==> src/rtl/flash_burst_reader.sv <==
// Burst read master for the external weight flash.
// It issues one flash read at a time with a programmable access wait. Captured words
// are buffered in an output FIFO that drives a valid/ready stream with a last-word flag.
module flash_burst_reader #(
  parameter int unsigned ADDR_WIDTH = 16,
  parameter int unsigned DATA_WIDTH = 16,
  parameter int unsigned LEN_WIDTH  = 9,
  parameter int unsigned FIFO_DEPTH = 8,
  parameter int unsigned READ_WAIT  = 2
) (
  input  logic                              clk,
  input  logic                              rst,
  input  logic                              req_valid,
  output logic                              req_ready,
  input  logic [ADDR_WIDTH-1:0]             req_addr,
  input  logic [LEN_WIDTH-1:0]              req_len,
  input  logic                              abort,
  output logic                              ce,
  output logic                              oe,
  output logic                              we,
  output logic [ADDR_WIDTH-1:0]             address,
  input  logic [DATA_WIDTH-1:0]             data,
  output logic                              out_valid,
  input  logic                              out_ready,
  output logic [DATA_WIDTH-1:0]             out_data,
  output logic                              out_last,
  output logic                              busy,
  output logic [$clog2(FIFO_DEPTH+1)-1:0]   count
);

  localparam int unsigned CNT_W  = $clog2(FIFO_DEPTH + 1);
  localparam int unsigned PTR_W  = $clog2(FIFO_DEPTH);
  localparam int unsigned WAIT_W = (READ_WAIT > 1) ? $clog2(READ_WAIT) : 1;

  typedef enum logic [1:0] {S_IDLE, S_ISSUE, S_WAIT} state_t;

  state_t                state, state_d;
  logic [ADDR_WIDTH-1:0] cur_addr, cur_addr_d;
  logic [LEN_WIDTH-1:0]  remaining, remaining_d;
  logic [WAIT_W-1:0]     wait_cnt, wait_cnt_d;
  logic                  ce_d;
  logic [ADDR_WIDTH-1:0] address_d;

  logic [DATA_WIDTH-1:0] mem [FIFO_DEPTH];
  logic [FIFO_DEPTH-1:0] mem_last;
  logic [PTR_W-1:0]      wr_ptr, rd_ptr;
  logic [CNT_W-1:0]      count_d;

  logic accept, pop, push, space, read_done;

  // Handshake and FIFO control terms
  assign req_ready = (state == S_IDLE) & ~abort;
  assign accept    = req_valid & req_ready;
  assign pop       = out_valid & out_ready;
  assign space     = (count - CNT_W'(pop)) < CNT_W'(FIFO_DEPTH);
  assign read_done = (state == S_WAIT) && (wait_cnt == '0);
  assign push      = read_done & ~abort;
  assign count_d   = count + CNT_W'(push) - CNT_W'(pop);
  assign we        = 1'b0;
  assign out_data  = mem[rd_ptr];
  assign out_last  = out_valid & mem_last[rd_ptr];

  // State register
  always_ff @(posedge clk or posedge rst) begin
    if (rst) state <= S_IDLE;
    else     state <= state_d;
  end

  // Next-state logic; abort overrides everything
  always_comb begin
    state_d = state;
    if (abort) begin
      state_d = S_IDLE;
    end else begin
      case (state)
        S_IDLE:  if (accept && (req_len != '0)) state_d = S_ISSUE;
        S_ISSUE: if (space) state_d = S_WAIT;
        S_WAIT:  if (wait_cnt == '0)
                   state_d = (remaining == LEN_WIDTH'(1)) ? S_IDLE : S_ISSUE;
        default: state_d = S_IDLE;
      endcase
    end
  end

  // Next values of the bus strobes, address and burst bookkeeping
  always_comb begin
    ce_d        = ce;
    address_d   = address;
    cur_addr_d  = cur_addr;
    remaining_d = remaining;
    wait_cnt_d  = wait_cnt;
    if (abort) begin
      ce_d = 1'b0;
    end else begin
      case (state)
        S_IDLE: begin
          if (accept) begin
            cur_addr_d  = req_addr;
            remaining_d = req_len;
          end
        end
        S_ISSUE: begin
          if (space) begin
            ce_d       = 1'b1;
            address_d  = cur_addr;
            wait_cnt_d = WAIT_W'(READ_WAIT - 1);
          end else begin
            ce_d = 1'b0;
          end
        end
        S_WAIT: begin
          if (wait_cnt == '0) begin
            ce_d        = 1'b0;
            cur_addr_d  = cur_addr + ADDR_WIDTH'(1);
            remaining_d = remaining - LEN_WIDTH'(1);
          end else begin
            wait_cnt_d = wait_cnt - WAIT_W'(1);
          end
        end
        default: ce_d = 1'b0;
      endcase
    end
  end

  // Registered bus outputs and burst counters
  always_ff @(posedge clk or posedge rst) begin
    if (rst) begin
      ce        <= 1'b0;
      oe        <= 1'b0;
      address   <= '0;
      busy      <= 1'b0;
      cur_addr  <= '0;
      remaining <= '0;
      wait_cnt  <= '0;
    end else begin
      ce        <= ce_d;
      oe        <= ce_d;
      address   <= address_d;
      busy      <= (state_d != S_IDLE);
      cur_addr  <= cur_addr_d;
      remaining <= remaining_d;
      wait_cnt  <= wait_cnt_d;
    end
  end

  // Output FIFO storage; abort flushes it
  always_ff @(posedge clk or posedge rst) begin
    if (rst) begin
      wr_ptr    <= '0;
      rd_ptr    <= '0;
      count     <= '0;
      out_valid <= 1'b0;
      mem_last  <= '0;
      for (int i = 0; i < FIFO_DEPTH; i++) mem[i] <= '0;
    end else if (abort) begin
      wr_ptr    <= '0;
      rd_ptr    <= '0;
      count     <= '0;
      out_valid <= 1'b0;
    end else begin
      if (push) begin
        mem[wr_ptr]      <= data;
        mem_last[wr_ptr] <= (remaining == LEN_WIDTH'(1));
        wr_ptr           <= wr_ptr + PTR_W'(1);
      end
      if (pop) rd_ptr <= rd_ptr + PTR_W'(1);
      count     <= count_d;
      out_valid <= (count_d != '0);
    end
  end

endmodule

==> config.mk <==
export PLATFORM = sky130hd
export DESIGN_NAME = flash_burst_reader
export DESIGN_NICKNAME = d
export VERILOG_FILES = /design/src/rtl/flash_burst_reader.sv
export SDC_FILE = /design/constraint.sdc
export NUM_CORES = 1
export LEC_CHECK = 0
export BUFFER_PORTS_ARGS = -buffer_cell sky130_fd_sc_hd__buf_2
export CAP_MARGIN = 30
export CORE_AREA = 2 2 160 123
export CTS_BUF_LIST = sky130_fd_sc_hd__clkbuf_2 sky130_fd_sc_hd__clkbuf_4 sky130_fd_sc_hd__clkbuf_8
export DETAILED_ROUTE_END_ITERATION = 8
export DIE_AREA = 0 0 162 125
export PLACE_DENSITY_LB_ADDON = 0.15
export REMOVE_ABC_BUFFERS = 1
export SLEW_MARGIN = 20
export SYNTH_ARGS = -nofsm -noshare
export SYNTH_HDL_FRONTEND = slang
export SYNTH_SLANG_ARGS = --single-unit
==> constraint.sdc <==
create_clock -name clk -period 6.45 [get_ports clk]
set_clock_uncertainty 0.15 [all_clocks]
set_input_delay 0 -clock clk [delete_from_list [all_inputs] [get_ports clk]]
set_output_delay 0 -clock clk [all_outputs]
set_load 0.01 [all_outputs]
==> impl_results.html, run 1 <==
<table>
<tr><th>Metric</th><th>Value</th></tr>
<tr><th colspan="2">Yosys</th></tr>
<tr><td>Share of synthesized area spent on multiplexers</td><td>29.0%</td></tr>
<tr><td>Synth unique cells</td><td>63</td></tr>
<tr><td>Synth Instances</td><td>679</td></tr>
<tr><td>Average footprint of a synthesized cell</td><td>13.6 um2</td></tr>
<tr><td>Most frequently used cell type in the post-synthesis netlist</td><td>dfrtp_1</td></tr>
<tr><td>Seq cells post-synth</td><td>193</td></tr>
<tr><td>Combinational family with the most area after synthesis</td><td>multiplexers</td></tr>
<tr><td>Most instantiated flip-flop cell in the synthesis netlist</td><td>dfrtp_1</td></tr>
<tr><td>Adder and majority cell fraction of the synthesized area</td><td>1.57%</td></tr>
<tr><td>Yosys Warn Count</td><td>0</td></tr>
<tr><td>Top-area cell type share of the netlist area</td><td>52.3%</td></tr>
<tr><td>Post-synth EDFFs</td><td>0</td></tr>
<tr><td>Simple logic cell fraction of the synthesized area</td><td>7.81%</td></tr>
<tr><td>Area share of xor/xnor cells in the synthesized design</td><td>0.758%</td></tr>
<tr><td>Part of the Yosys area used for sequential elements</td><td>52.3%</td></tr>
<tr><td>Combined area of all synthesized cells</td><td>0.00924 mm2</td></tr>
<tr><td>Biggest area consumer among synthesized cells</td><td>dfrtp_1</td></tr>
<tr><td>Synth area leaders</td><td>dfrtp_1 (52%), mux2_2 (19%), mux4_2 (8.3%)</td></tr>
<tr><td>Complex-gate fraction of the synthesized area</td><td>5.81%</td></tr>
<tr><td>Cell types with the highest counts after synthesis</td><td>dfrtp_1 (193), mux2_2 (152), mux4_2 (34), a21oi_1 (29), o21ai_0 (27)</td></tr>
<tr><td>Async set-reset flop share out of synthesis</td><td>100%</td></tr>
<tr><th colspan="2">Global routing</th></tr>
<tr><td>Gr ovfl total</td><td>0</td></tr>
<tr><td>Aggregate global-route resource usage</td><td>20.9%</td></tr>
<tr><td>Number of global-route vias before repair</td><td>6179</td></tr>
<tr><td>Initial antenna violation count</td><td>0</td></tr>
<tr><td>Wire length of the first global-routing pass</td><td>33100 um</td></tr>
<tr><td>Maximum number of pins on one net before global-route repair</td><td>88</td></tr>
<tr><th colspan="2">Timing</th></tr>
<tr><td>Final number of hold-violating endpoints</td><td>0</td></tr>
<tr><td>Max-slew headroom at the worst pin</td><td>37.7%</td></tr>
<tr><td>Unrepaired setup endpoints after global routing</td><td>no</td></tr>
<tr><td>Final worst path period share</td><td>44.6%</td></tr>
<tr><td>Aggregate negative setup slack</td><td>0 ns</td></tr>
<tr><td>Transition time of the tightest slew-check pin</td><td>0.932 ns</td></tr>
<tr><td>Min Tclk post-route</td><td>2.88 ns</td></tr>
<tr><td>Slew Viols, Final</td><td>0</td></tr>
<tr><td>Setup-violating endpoint count in the final report</td><td>0</td></tr>
<tr><td>Fmax</td><td>0.347 GHz</td></tr>
<tr><th colspan="2">Setup path</th></tr>
<tr><td>Worst Reg-to-Reg Cells</td><td>5</td></tr>
<tr><td>Critical path data arrival time</td><td>2.73 ns</td></tr>
<tr><td>Endpoint of the most critical register-to-register path</td><td>mem[85]</td></tr>
<tr><td>CP max FO</td><td>28</td></tr>
<tr><td>Startpoint-to-endpoint class of the critical path</td><td>flop to output port</td></tr>
<tr><td>Critical path endpoint category</td><td>output port</td></tr>
<tr><td>Category of cells accounting for the largest share of critical-path delay</td><td>multiplexers</td></tr>
<tr><td>Setup slack, reg-to-reg</td><td>3.60 ns</td></tr>
<tr><td>Cells traversed along the worst timing path</td><td>buf_4 &gt; mux4_2 &gt; mux2i_1 &gt; nor2b_1 &gt; buf_2</td></tr>
<tr><td>Crit path launch type</td><td>flop</td></tr>
<tr><td>Sum of buffers and inverters on the critical path</td><td>2</td></tr>
<tr><td>Critical Path Slowest Stage Cell</td><td>mux4_2</td></tr>
<tr><td>Worst R2R Start</td><td>state[0]</td></tr>
<tr><td>Delay of the slowest cell on the worst path</td><td>0.59 ns</td></tr>
<tr><td>Critical path required time</td><td>6.30 ns</td></tr>
<tr><th colspan="2">Hold path</th></tr>
<tr><td>Class of the most critical hold timing path</td><td>input pin to async pin</td></tr>
<tr><th colspan="2">Run</th></tr>
<tr><td>MaxCap Viol Count</td><td>0</td></tr>
<tr><th colspan="2">Die</th></tr>
<tr><td>Die Span Y</td><td>125 um</td></tr>
<tr><td>Row count</td><td>44</td></tr>
<tr><td>Effective utilization at floorplan</td><td>49.1%</td></tr>
<tr><td>Die Span X</td><td>162 um</td></tr>
<tr><td>I/O pins</td><td>89</td></tr>
<tr><td>CORE AREA</td><td>0.0188 mm2</td></tr>
<tr><td>Die ar.</td><td>0.0203 mm2</td></tr>
<tr><th colspan="2">Power and ir drop</th></tr>
<tr><td>Power Density</td><td>305 mW/mm2</td></tr>
<tr><td>Reported leakage power</td><td>0.00507 uW</td></tr>
<tr><td>Final Total Pwr</td><td>3300 uW</td></tr>
<tr><td>Peak supply drop</td><td>171 uV</td></tr>
<tr><th colspan="2">CTS</th></tr>
<tr><td>TritonCTS clock tree</td><td>yes</td></tr>
<tr><td>Clock transition at path regs</td><td>0.09 ns</td></tr>
<tr><td>Buffer count from post-CTS setup fixing</td><td>0</td></tr>
<tr><td>Clock Tree Buf Depth</td><td>2</td></tr>
<tr><td>CTS Buf Count</td><td>17</td></tr>
<tr><td>Library cell used as clock root buffer</td><td>clkbuf_8</td></tr>
<tr><td>CTS hold repair buffers</td><td>47</td></tr>
<tr><td>Count of clock tree sinks</td><td>193</td></tr>
<tr><td>H-tree lvl count</td><td>4</td></tr>
<tr><td>Worst skew pair latency</td><td>0.45 ns</td></tr>
<tr><td>Number of cells upsized or downsized after cts</td><td>0</td></tr>
<tr><th colspan="2">Layout</th></tr>
<tr><td>Layout cells sized above 1</td><td>41.7%</td></tr>
<tr><td>Antenna cells</td><td>0</td></tr>
<tr><td>FILL cells</td><td>1541</td></tr>
<tr><td>Synth-to-layout area growth</td><td>16.8%</td></tr>
<tr><td>Final #Nets</td><td>859</td></tr>
<tr><th colspan="2">Placed design</th></tr>
<tr><td>Gpl congestion</td><td>0.799</td></tr>
<tr><td>Number of buffers inserted by port buffering</td><td>87</td></tr>
<tr><td>Total half-perimeter wirelength after legalization and detailed placement</td><td>12600 um</td></tr>
<tr><th colspan="2">Route</th></tr>
<tr><td>DR vias/cell</td><td>5.66</td></tr>
<tr><td>First-pass iteration count of the detailed router</td><td>4</td></tr>
<tr><td>Total number of vias</td><td>6035</td></tr>
<tr><td>Routed length per placed instance</td><td>18.7 um</td></tr>
<tr><td>Post-route antenna net violation count</td><td>0</td></tr>
<tr><td>1st-iter DRT viols</td><td>316</td></tr>
<tr><td>DRC Markers</td><td>0</td></tr>
<tr><td>Final routed wirelength across all metal layers</td><td>20000 um</td></tr>
<tr><th colspan="2">Outcome</th></tr>
<tr><td>Run status</td><td>finished clean</td></tr>
</table>
## layout by cell type, fill, tap and decap left out, types with 3 or more instances in the layout
cell type and instances:
nand3_1 14, a2bb2oi_1 6, xor2_1 4, nor3b_1 3, dlygate4sd3_1 47, o21ai_0 27, nor4_1 5, ha_1 10
clkinvlp_4 4, xnor2_1 4, buf_4 9, inv_6 3, and3_1 6, mux2_4 10, o21a_1 3, mux2_2 152
bufinv_16 3, mux4_2 34, a31oi_1 3, a21oi_1 29, dfrtp_1 192, buf_2 87, nor2b_1 4, nand2b_1 3
nor3_1 8, clkbuf_8 18, inv_1 13, nand4_1 9, nor2_1 26, nand2_1 22
## sequential cells by signal, summed over array words and instances (netlist names), 2 cells and up
name       flops
count          4
cur_addr      16
rd_ptr         3
wr_ptr         3
address       16
remaining      9
mem          128
state          2
mem_last       8
## cell families (layout without fill, tap and decap cells)
family,after synthesis,count (layout)
buffers and inverters,56,190
AOI/OAI and AO/OA,88,88
DFF,193,193
muxes,201,201
other,1,1
adders and majority gates,11,11
and+or+nand+nor,121,121
xor gates and xnor gates,8,8
## stage by stage
step	hold WS [ns]	instance area, um2	instances	util (%)	setup WS (ns)
floorplan	-0.0921	9040	637	-	1.04
global placement	0.0569	9870	986	52.4	3.53
detailed placement	0.0685	9890	987	52.5	3.44
CTS	0.128	10800	1064	57.2	3.43
global route	0.177	10800	1066	57.3	3.36
finish	0.119	10800	1066	57.3	3.57
## cell type report
type                       count  area [um2]  share of cell area, %
tap                          253         317                   2.93
inverter                      14        57.6                  0.533
clock buffer                  18         248                   2.30
sequential                   193        4830                   44.8
timing repair buffer         146        1010                   9.40
multi-input combinational    430        4170                   38.6
clock inverter                12         160                   1.48
## report_power, final
part           internal (uW)  switching [uW]
clock                    392             424
sequential              1400             173
combinational            457             448
total                   2250            1050
## worst min-delay path: cells and delay by family
family / cells / cell delay [ns]
buffers and inverters: 3 / 1.24
## how the worst max path moves through the flow
stage,cells past startpoint,start,end,slack (ns)
6_report,5,rd_ptr[0],out_last,3.57
4_1_cts,4,state[0],mem[88],3.43
3_3_place_gp,4,state[0],mem[93],3.53
3_5_place_dp,4,state[0],mem[85],3.44
5_1_grt,5,rd_ptr[0],out_last,3.36
2_1_floorplan,1,rst,address[0],1.04
## per-layer routing
| layer | track usage [%] | wire [um] | vias up |
|---|---|---|---|
| met2 | 32.0 | 9360 | 131 |
| met4 | 5.10 | 174 | 0 |
| met3 | 4.21 | 892 | 13 |
| li1 | - | - | 2750 |
| met1 | 31.0 | 9550 | 3141 |
| met5 | 0 | 0 | - |
Power figures use the tool's default switching activity.
==> run 2, diff against run 1 <==
- clock period: 6.45 -> 2.5 ns (I/O delays scaled with it)
==> run 2 against run 1 <==
Effect of this change:
- sequential cell count stayed put
- routed wire length is 1.7% higher
- power grew to 2.6 times the previous value
- worst hold slack worse by 0.072 ns
- combinational power grew to 2.7 times the previous value
==> impl_results.html, run 2 (synthesized netlist as in run 1, its figures left out) <==
<table>
<tr><th>Metric</th><th>Value</th></tr>
<tr><th colspan="2">Setup path</th></tr>
<tr><td>Critical path data arrival time</td><td>2.23 ns</td></tr>
<tr><td>Endpoint of the most critical register-to-register path</td><td>out_valid</td></tr>
<tr><td>Worst R2R Start</td><td>state[0]</td></tr>
<tr><td>CP max FO</td><td>11</td></tr>
<tr><td>Startpoint-to-endpoint class of the critical path</td><td>flop to output port</td></tr>
<tr><td>Worst Reg-to-Reg Cells</td><td>8</td></tr>
<tr><td>Setup slack, reg-to-reg</td><td>0.16 ns</td></tr>
<tr><td>Critical path required time</td><td>2.35 ns</td></tr>
<tr><td>Crit path launch type</td><td>flop</td></tr>
<tr><td>Critical path endpoint category</td><td>output port</td></tr>
<tr><th colspan="2">Outcome</th></tr>
<tr><td>Run status</td><td>finished clean</td></tr>
<tr><th colspan="2">CTS</th></tr>
<tr><td>H-tree lvl count</td><td>4</td></tr>
<tr><td>Library cell used as clock root buffer</td><td>clkbuf_8</td></tr>
<tr><td>CTS Buf Count</td><td>17</td></tr>
<tr><td>Clock transition at path regs</td><td>0.11 ns</td></tr>
<tr><td>Worst skew pair latency</td><td>0.45 ns</td></tr>
<tr><td>Clock Tree Buf Depth</td><td>2</td></tr>
<tr><td>TritonCTS clock tree</td><td>yes</td></tr>
<tr><td>Count of clock tree sinks</td><td>193</td></tr>
<tr><th colspan="2">Die</th></tr>
<tr><td>Die Span X</td><td>162 um</td></tr>
<tr><td>Row count</td><td>44</td></tr>
<tr><td>I/O pins</td><td>89</td></tr>
<tr><td>Die Span Y</td><td>125 um</td></tr>
<tr><td>Effective utilization at floorplan</td><td>49.1%</td></tr>
<tr><td>CORE AREA</td><td>0.0188 mm2</td></tr>
<tr><td>Die ar.</td><td>0.0203 mm2</td></tr>
<tr><th colspan="2">Power and ir drop</th></tr>
<tr><td>Power Density</td><td>770 mW/mm2</td></tr>
<tr><td>Peak supply drop</td><td>499 uV</td></tr>
<tr><td>Reported leakage power</td><td>0.00523 uW</td></tr>
<tr><th colspan="2">Layout</th></tr>
<tr><td>FILL cells</td><td>1546</td></tr>
<tr><td>Top library cells by usage in the layout, fill and taps aside</td><td>dfrtp_1 (192), mux2_2 (152), buf_2 (87)</td></tr>
<tr><td>Final #Nets</td><td>888</td></tr>
<tr><td>Layout cells sized above 1</td><td>43.7%</td></tr>
<tr><td>Number of flip-flops under the largest register name</td><td>128</td></tr>
<tr><td>Commonest non-fill, non-tap cell in the layout</td><td>dfrtp_1</td></tr>
<tr><td>Cell area after layout</td><td>0.0111 mm2</td></tr>
<tr><td>Top register by number of flip-flops</td><td>mem</td></tr>
<tr><td>Top Registers</td><td>mem (128), address (16), cur_addr (16)</td></tr>
<tr><td>Antenna cells</td><td>0</td></tr>
<tr><td>Synth-to-layout area growth</td><td>19.6%</td></tr>
<tr><th colspan="2">Hold path</th></tr>
<tr><td>Class of the most critical hold timing path</td><td>input pin to async pin</td></tr>
<tr><th colspan="2">Global routing</th></tr>
<tr><td>Number of global-route vias before repair</td><td>6238</td></tr>
<tr><td>Initial antenna violation count</td><td>0</td></tr>
<tr><td>Met2 track utilization from global routing</td><td>32.3%</td></tr>
<tr><td>Met1 usage</td><td>31.2%</td></tr>
<tr><td>Maximum number of pins on one net before global-route repair</td><td>72</td></tr>
<tr><td>Most Crowded Layer GR</td><td>met2</td></tr>
<tr><td>Gr ovfl total</td><td>0</td></tr>
<tr><td>Wire length of the first global-routing pass</td><td>33300 um</td></tr>
<tr><td>Met3 Track Usage GR</td><td>4.35%</td></tr>
<tr><td>Aggregate global-route resource usage</td><td>21.0%</td></tr>
<tr><th colspan="2">Route</th></tr>
<tr><td>Total number of vias</td><td>6167</td></tr>
<tr><td>Routed length per placed instance</td><td>18.5 um</td></tr>
<tr><td>Post-route antenna net violation count</td><td>0</td></tr>
<tr><td>DRC Markers</td><td>0</td></tr>
<tr><td>1st-iter DRT viols</td><td>369</td></tr>
<tr><td>First-pass iteration count of the detailed router</td><td>5</td></tr>
<tr><td>DR vias/cell</td><td>5.63</td></tr>
<tr><td>Final routed wirelength across all metal layers</td><td>20300 um</td></tr>
<tr><th colspan="2">Timing</th></tr>
<tr><td>Final number of hold-violating endpoints</td><td>0</td></tr>
<tr><td>Final worst path period share</td><td>95.3%</td></tr>
<tr><td>Slew Viols, Final</td><td>0</td></tr>
<tr><td>Max-slew headroom at the worst pin</td><td>52.3%</td></tr>
<tr><td>Unrepaired setup endpoints after global routing</td><td>no</td></tr>
<tr><td>Tightest hold margin</td><td>0.0471 ns</td></tr>
<tr><td>Transition time of the tightest slew-check pin</td><td>0.716 ns</td></tr>
<tr><td>Setup-violating endpoint count in the final report</td><td>0</td></tr>
<tr><td>Fmax</td><td>0.420 GHz</td></tr>
<tr><td>Min Tclk post-route</td><td>2.38 ns</td></tr>
<tr><th colspan="2">Placed design</th></tr>
<tr><td>Number of buffers inserted by port buffering</td><td>87</td></tr>
<tr><td>Gpl congestion</td><td>0.821</td></tr>
<tr><td>Total half-perimeter wirelength after legalization and detailed placement</td><td>13400 um</td></tr>
<tr><td>Placed inst area</td><td>0.0102 mm2</td></tr>
<tr><th colspan="2">Run</th></tr>
<tr><td>MaxCap Viol Count</td><td>0</td></tr>
</table>
-- run 2: cell types whose count changed in the layout (fill, tap and decap cells not counted), moves of 2 or more --
cell and delta:
bufinv_16 -2, buf_4 +25, inv_8 +2, clkinvlp_4 -2, buf_12 +7, buf_8 -2
inv_6 +3
-- run 2: what timing repair did --
item                                    CTS  global route
endpoints found under the hold margin   235             0
buffers inserted                          0             5
endpoints found under the setup margin    4             4
gates resized for setup                   1             0
hold buffers                             47             0
-- run 2: power breakdown --
group | total [uW] | internal, uW | switching (uW)
Sequential | 4040 | 3620 | 419
Combinational | 2480 | 1300 | 1190
Clock | 1990 | 822 | 1170
Total | 8510 | 5740 | 2780
-- run 2: final cells by class --
| class | instances | area, um2 | share of cell area [%] |
|---|---|---|---|
| clock buffer | 17 | 234 | 2.12 |
| clock inverter | 14 | 150 | 1.36 |
| inverter | 14 | 57.6 | 0.521 |
| multi-input combinational | 430 | 4160 | 37.7 |
| sequential | 193 | 4830 | 43.7 |
| tap | 253 | 317 | 2.86 |
| timing repair buffer | 175 | 1300 | 11.8 |
-- run 2: stage by stage --
| step | cells | util [%] | total power, uW | TNS [ns] | setup WS (ns) |
|---|---|---|---|---|---|
| CTS | 1091 | 58.5 | 8550 | 0 | 0.0400 |
| global placement | 1013 | 54.0 | 6400 | 0 | 0.256 |
| global route | 1096 | 58.7 | 9050 | 0 | 0.00353 |
| floorplan | 637 | - | 5590 | -566.27 | -2.91 |
| finish | 1096 | 58.7 | 8510 | 0 | 0.118 |
| detailed placement | 1013 | 54.0 | 6490 | 0 | 0.183 |
-- run 2: worst max-delay path, cell delays in order (launching register included) --
cell     delay [ns]
dfrtp_4        0.56
buf_4          0.26
mux4_2         0.52
mux2_2         0.29
buf_2          0.14
-- run 2: worst max-delay path by stage --
| stage | start | endpoint | slack (ns) | cells after the start |
|---|---|---|---|---|
| 3_5_place_dp | state[0] | out_valid | 0.18 | 8 |
| 6_report | rd_ptr[0] | out_data[15] | 0.12 | 4 |
| 2_1_floorplan | rst | address[0] | -2.91 | 1 |
| 3_3_place_gp | state[0] | out_valid | 0.26 | 8 |
| 4_1_cts | rd_ptr[0] | out_data[15] | 0.04 | 4 |
| 5_1_grt | state[0] | out_valid | 0.004 | 8 |
-- run 2: per-layer routing --
metal	wire, um	up-vias
li1	-	2819
met1	9910	3199
met2	9400	130
met3	803	19
met4	204	0
met5	0	-
==> run 3, diff against run 2 <==
- CORE_AREA: 2 2 160 123 -> 2 2 115 172
- DIE_AREA: 0 0 162 125 -> 0 0 117 174
- SKIP_CTS_REPAIR_TIMING: not set -> 1
==> run 3 against run 2 <==
Effect of this change:
- routed wire length is 0.57% lower
- worst hold slack worse by 0.0088 ns
- clock power is 4% lower
- die area is 0.53% higher
- sequential cell count stayed put
- sequential power hardly changed
- largest cell class unchanged
- highest routed layer unchanged
==> impl_results.html, run 3 (synthesized netlist as in run 1, its figures left out) <==
<table>
<tr><th>Metric</th><th>Value</th></tr>
<tr><th colspan="2">Outcome</th></tr>
<tr><td>Run status</td><td>finished clean</td></tr>
<tr><th colspan="2">CTS</th></tr>
<tr><td>Clock Tree Buf Depth</td><td>2</td></tr>
<tr><td>CTS Buf Count</td><td>17</td></tr>
<tr><td>Clock transition at path regs</td><td>0.10 ns</td></tr>
<tr><td>Count of clock tree sinks</td><td>193</td></tr>
<tr><td>TritonCTS clock tree</td><td>yes</td></tr>
<tr><td>H-tree lvl count</td><td>4</td></tr>
<tr><td>Library cell used as clock root buffer</td><td>clkbuf_8</td></tr>
<tr><td>Worst skew pair latency</td><td>0.46 ns</td></tr>
<tr><th colspan="2">Layout</th></tr>
<tr><td>Layout cells sized above 1</td><td>43.6%</td></tr>
<tr><td>Top Registers</td><td>mem (128), address (16), cur_addr (16)</td></tr>
<tr><td>Top library cells by usage in the layout, fill and taps aside</td><td>dfrtp_1 (192), mux2_2 (152), buf_2 (87)</td></tr>
<tr><td>Top register by number of flip-flops</td><td>mem</td></tr>
<tr><td>FILL cells</td><td>1547</td></tr>
<tr><td>Cell area after layout</td><td>0.0110 mm2</td></tr>
<tr><td>Number of flip-flops under the largest register name</td><td>128</td></tr>
<tr><td>Synth-to-layout area growth</td><td>19.6%</td></tr>
<tr><td>Antenna cells</td><td>0</td></tr>
<tr><td>Commonest non-fill, non-tap cell in the layout</td><td>dfrtp_1</td></tr>
<tr><td>End-of-flow core utilization</td><td>58.1%</td></tr>
<tr><td>Final #Nets</td><td>884</td></tr>
<tr><th colspan="2">Timing</th></tr>
<tr><td>Final WS setup</td><td>0.131 ns</td></tr>
<tr><td>Max-slew headroom at the worst pin</td><td>54.6%</td></tr>
<tr><td>Setup-violating endpoint count in the final report</td><td>0</td></tr>
<tr><td>Unrepaired setup endpoints after global routing</td><td>no</td></tr>
<tr><td>Min Tclk post-route</td><td>2.37 ns</td></tr>
<tr><td>Final worst path period share</td><td>94.8%</td></tr>
<tr><td>Slew Viols, Final</td><td>0</td></tr>
<tr><td>Tightest hold margin</td><td>0.0383 ns</td></tr>
<tr><td>Transition time of the tightest slew-check pin</td><td>0.680 ns</td></tr>
<tr><td>Fmax</td><td>0.422 GHz</td></tr>
<tr><td>Final number of hold-violating endpoints</td><td>0</td></tr>
<tr><th colspan="2">Placed design</th></tr>
<tr><td>Number of buffers inserted by port buffering</td><td>87</td></tr>
<tr><td>Gpl congestion</td><td>0.849</td></tr>
<tr><td>Placed inst area</td><td>0.0102 mm2</td></tr>
<tr><td>Post-place setup slack</td><td>0.152 ns</td></tr>
<tr><td>Total half-perimeter wirelength after legalization and detailed placement</td><td>13600 um</td></tr>
<tr><th colspan="2">Hold path</th></tr>
<tr><td>Class of the most critical hold timing path</td><td>input pin to async pin</td></tr>
<tr><th colspan="2">Die</th></tr>
<tr><td>Effective utilization at floorplan</td><td>48.6%</td></tr>
<tr><td>I/O pins</td><td>89</td></tr>
<tr><td>Row count</td><td>62</td></tr>
<tr><td>Die ar.</td><td>0.0204 mm2</td></tr>
<tr><td>CORE AREA</td><td>0.0190 mm2</td></tr>
<tr><td>Die Span X</td><td>117 um</td></tr>
<tr><td>Die Span Y</td><td>174 um</td></tr>
<tr><th colspan="2">Route</th></tr>
<tr><td>Post-route antenna net violation count</td><td>0</td></tr>
<tr><td>Routed length per placed instance</td><td>18.4 um</td></tr>
<tr><td>First-pass iteration count of the detailed router</td><td>4</td></tr>
<tr><td>1st-iter DRT viols</td><td>247</td></tr>
<tr><td>Final routed wirelength across all metal layers</td><td>20200 um</td></tr>
<tr><td>Total number of vias</td><td>6141</td></tr>
<tr><td>DR vias/cell</td><td>5.60</td></tr>
<tr><td>DRC Markers</td><td>0</td></tr>
<tr><th colspan="2">Global routing</th></tr>
<tr><td>Initial antenna violation count</td><td>0</td></tr>
<tr><td>Wire length of the first global-routing pass</td><td>32900 um</td></tr>
<tr><td>Maximum number of pins on one net before global-route repair</td><td>73</td></tr>
<tr><td>Number of global-route vias before repair</td><td>6423</td></tr>
<tr><td>Aggregate global-route resource usage</td><td>20.8%</td></tr>
<tr><td>Gr ovfl total</td><td>0</td></tr>
<tr><th colspan="2">Setup path</th></tr>
<tr><td>CP max FO</td><td>2</td></tr>
<tr><td>Critical path required time</td><td>2.67 ns</td></tr>
<tr><td>Delay of the slowest cell on the worst path</td><td>0.41 ns</td></tr>
<tr><td>Critical path endpoint category</td><td>flop</td></tr>
<tr><td>Cells traversed along the worst timing path</td><td>nor4b_4 &gt; inv_1 &gt; ha_1 &gt; inv_1 &gt; ha_1 &gt; fa_1 &gt; xor2_1 &gt; a41oi_1</td></tr>
<tr><td>Crit path launch type</td><td>flop</td></tr>
<tr><td>Critical Path Slowest Stage Cell</td><td>dfrtp_1</td></tr>
<tr><td>Startpoint-to-endpoint class of the critical path</td><td>flop to flop</td></tr>
<tr><td>Critical path data arrival time</td><td>2.54 ns</td></tr>
<tr><th colspan="2">Power and ir drop</th></tr>
<tr><td>Power Density</td><td>762 mW/mm2</td></tr>
<tr><td>Peak supply drop</td><td>500 uV</td></tr>
<tr><td>Reported leakage power</td><td>0.00522 uW</td></tr>
<tr><th colspan="2">Run</th></tr>
<tr><td>MaxCap Viol Count</td><td>0</td></tr>
</table>
run 3: cell count changes in the layout (fill, tap and decap cells not counted), sizes merged:
cell,delta
buf,-4
clkbuf,+2
clkinv,+3
bufinv,-1
dlygate4sd3,-1
clkinvlp,-2
run 3: through the flow:
step / cells / TNS, ns / total power (uW)
after CTS: 1049 / 0 / 8430
after floorplan: 637 / -566.27 / 5590
final: 1096 / 0 / 8420
after global routing: 1096 / 0 / 8950
after detailed placement: 1017 / 0 / 6500
after global placement: 1017 / 0 / 6400
run 3: per-layer routing:
metal | part of all wire, % | GRT usage [%]
met3 | 3.1 | 3.87
met1 | 41 | 25.7
met2 | 54 | 36.5
met4 | 1.8 | 6.52
met5 | 0 | 0
run 3: cell type report:
class	instances	area [um2]	share of cell area, %
sequential	193	4830	43.7
inverter	14	57.6	0.521
clock inverter	14	121	1.10
multi-input combinational	430	4160	37.7
timing repair buffer	171	1310	11.8
clock buffer	18	248	2.24
tap	256	320	2.90
run 3: final timing paths:
path	from	endpoint	slack (ns)	depth (start not counted)
max	state[0]	out_valid	0.13	8
min	rst	remaining[2]	0.04	3
max reg2reg	state[0]	out_valid	0.13	8
min reg2reg	mem_last[5]	mem_last[5]	0.34	2
max in group asynchronous	rst	address[15]	1.42	4
min in group clk	req_addr[1]	cur_addr[1]	0.21	4
run 3: power breakdown:
part           internal [uW]  switching (uW)  leakage (uW)
combinational           1280            1190       0.00246
sequential              3620             424       0.00257
clock                    749            1160      0.000194
run 3: critical path, delay by kind of cell, from the launching register on:
kind / cells / cell delay [ns]
buffers and inverters: 2 / 0.13
AND/OR/NAND/NOR: 1 / 0.30
adder cells (fa/ha/maj): 3 / 0.86
XOR/XNOR: 1 / 0.23
flip-flops: 1 / 0.41
AO/OA/AOI/OAI: 1 / 0.15
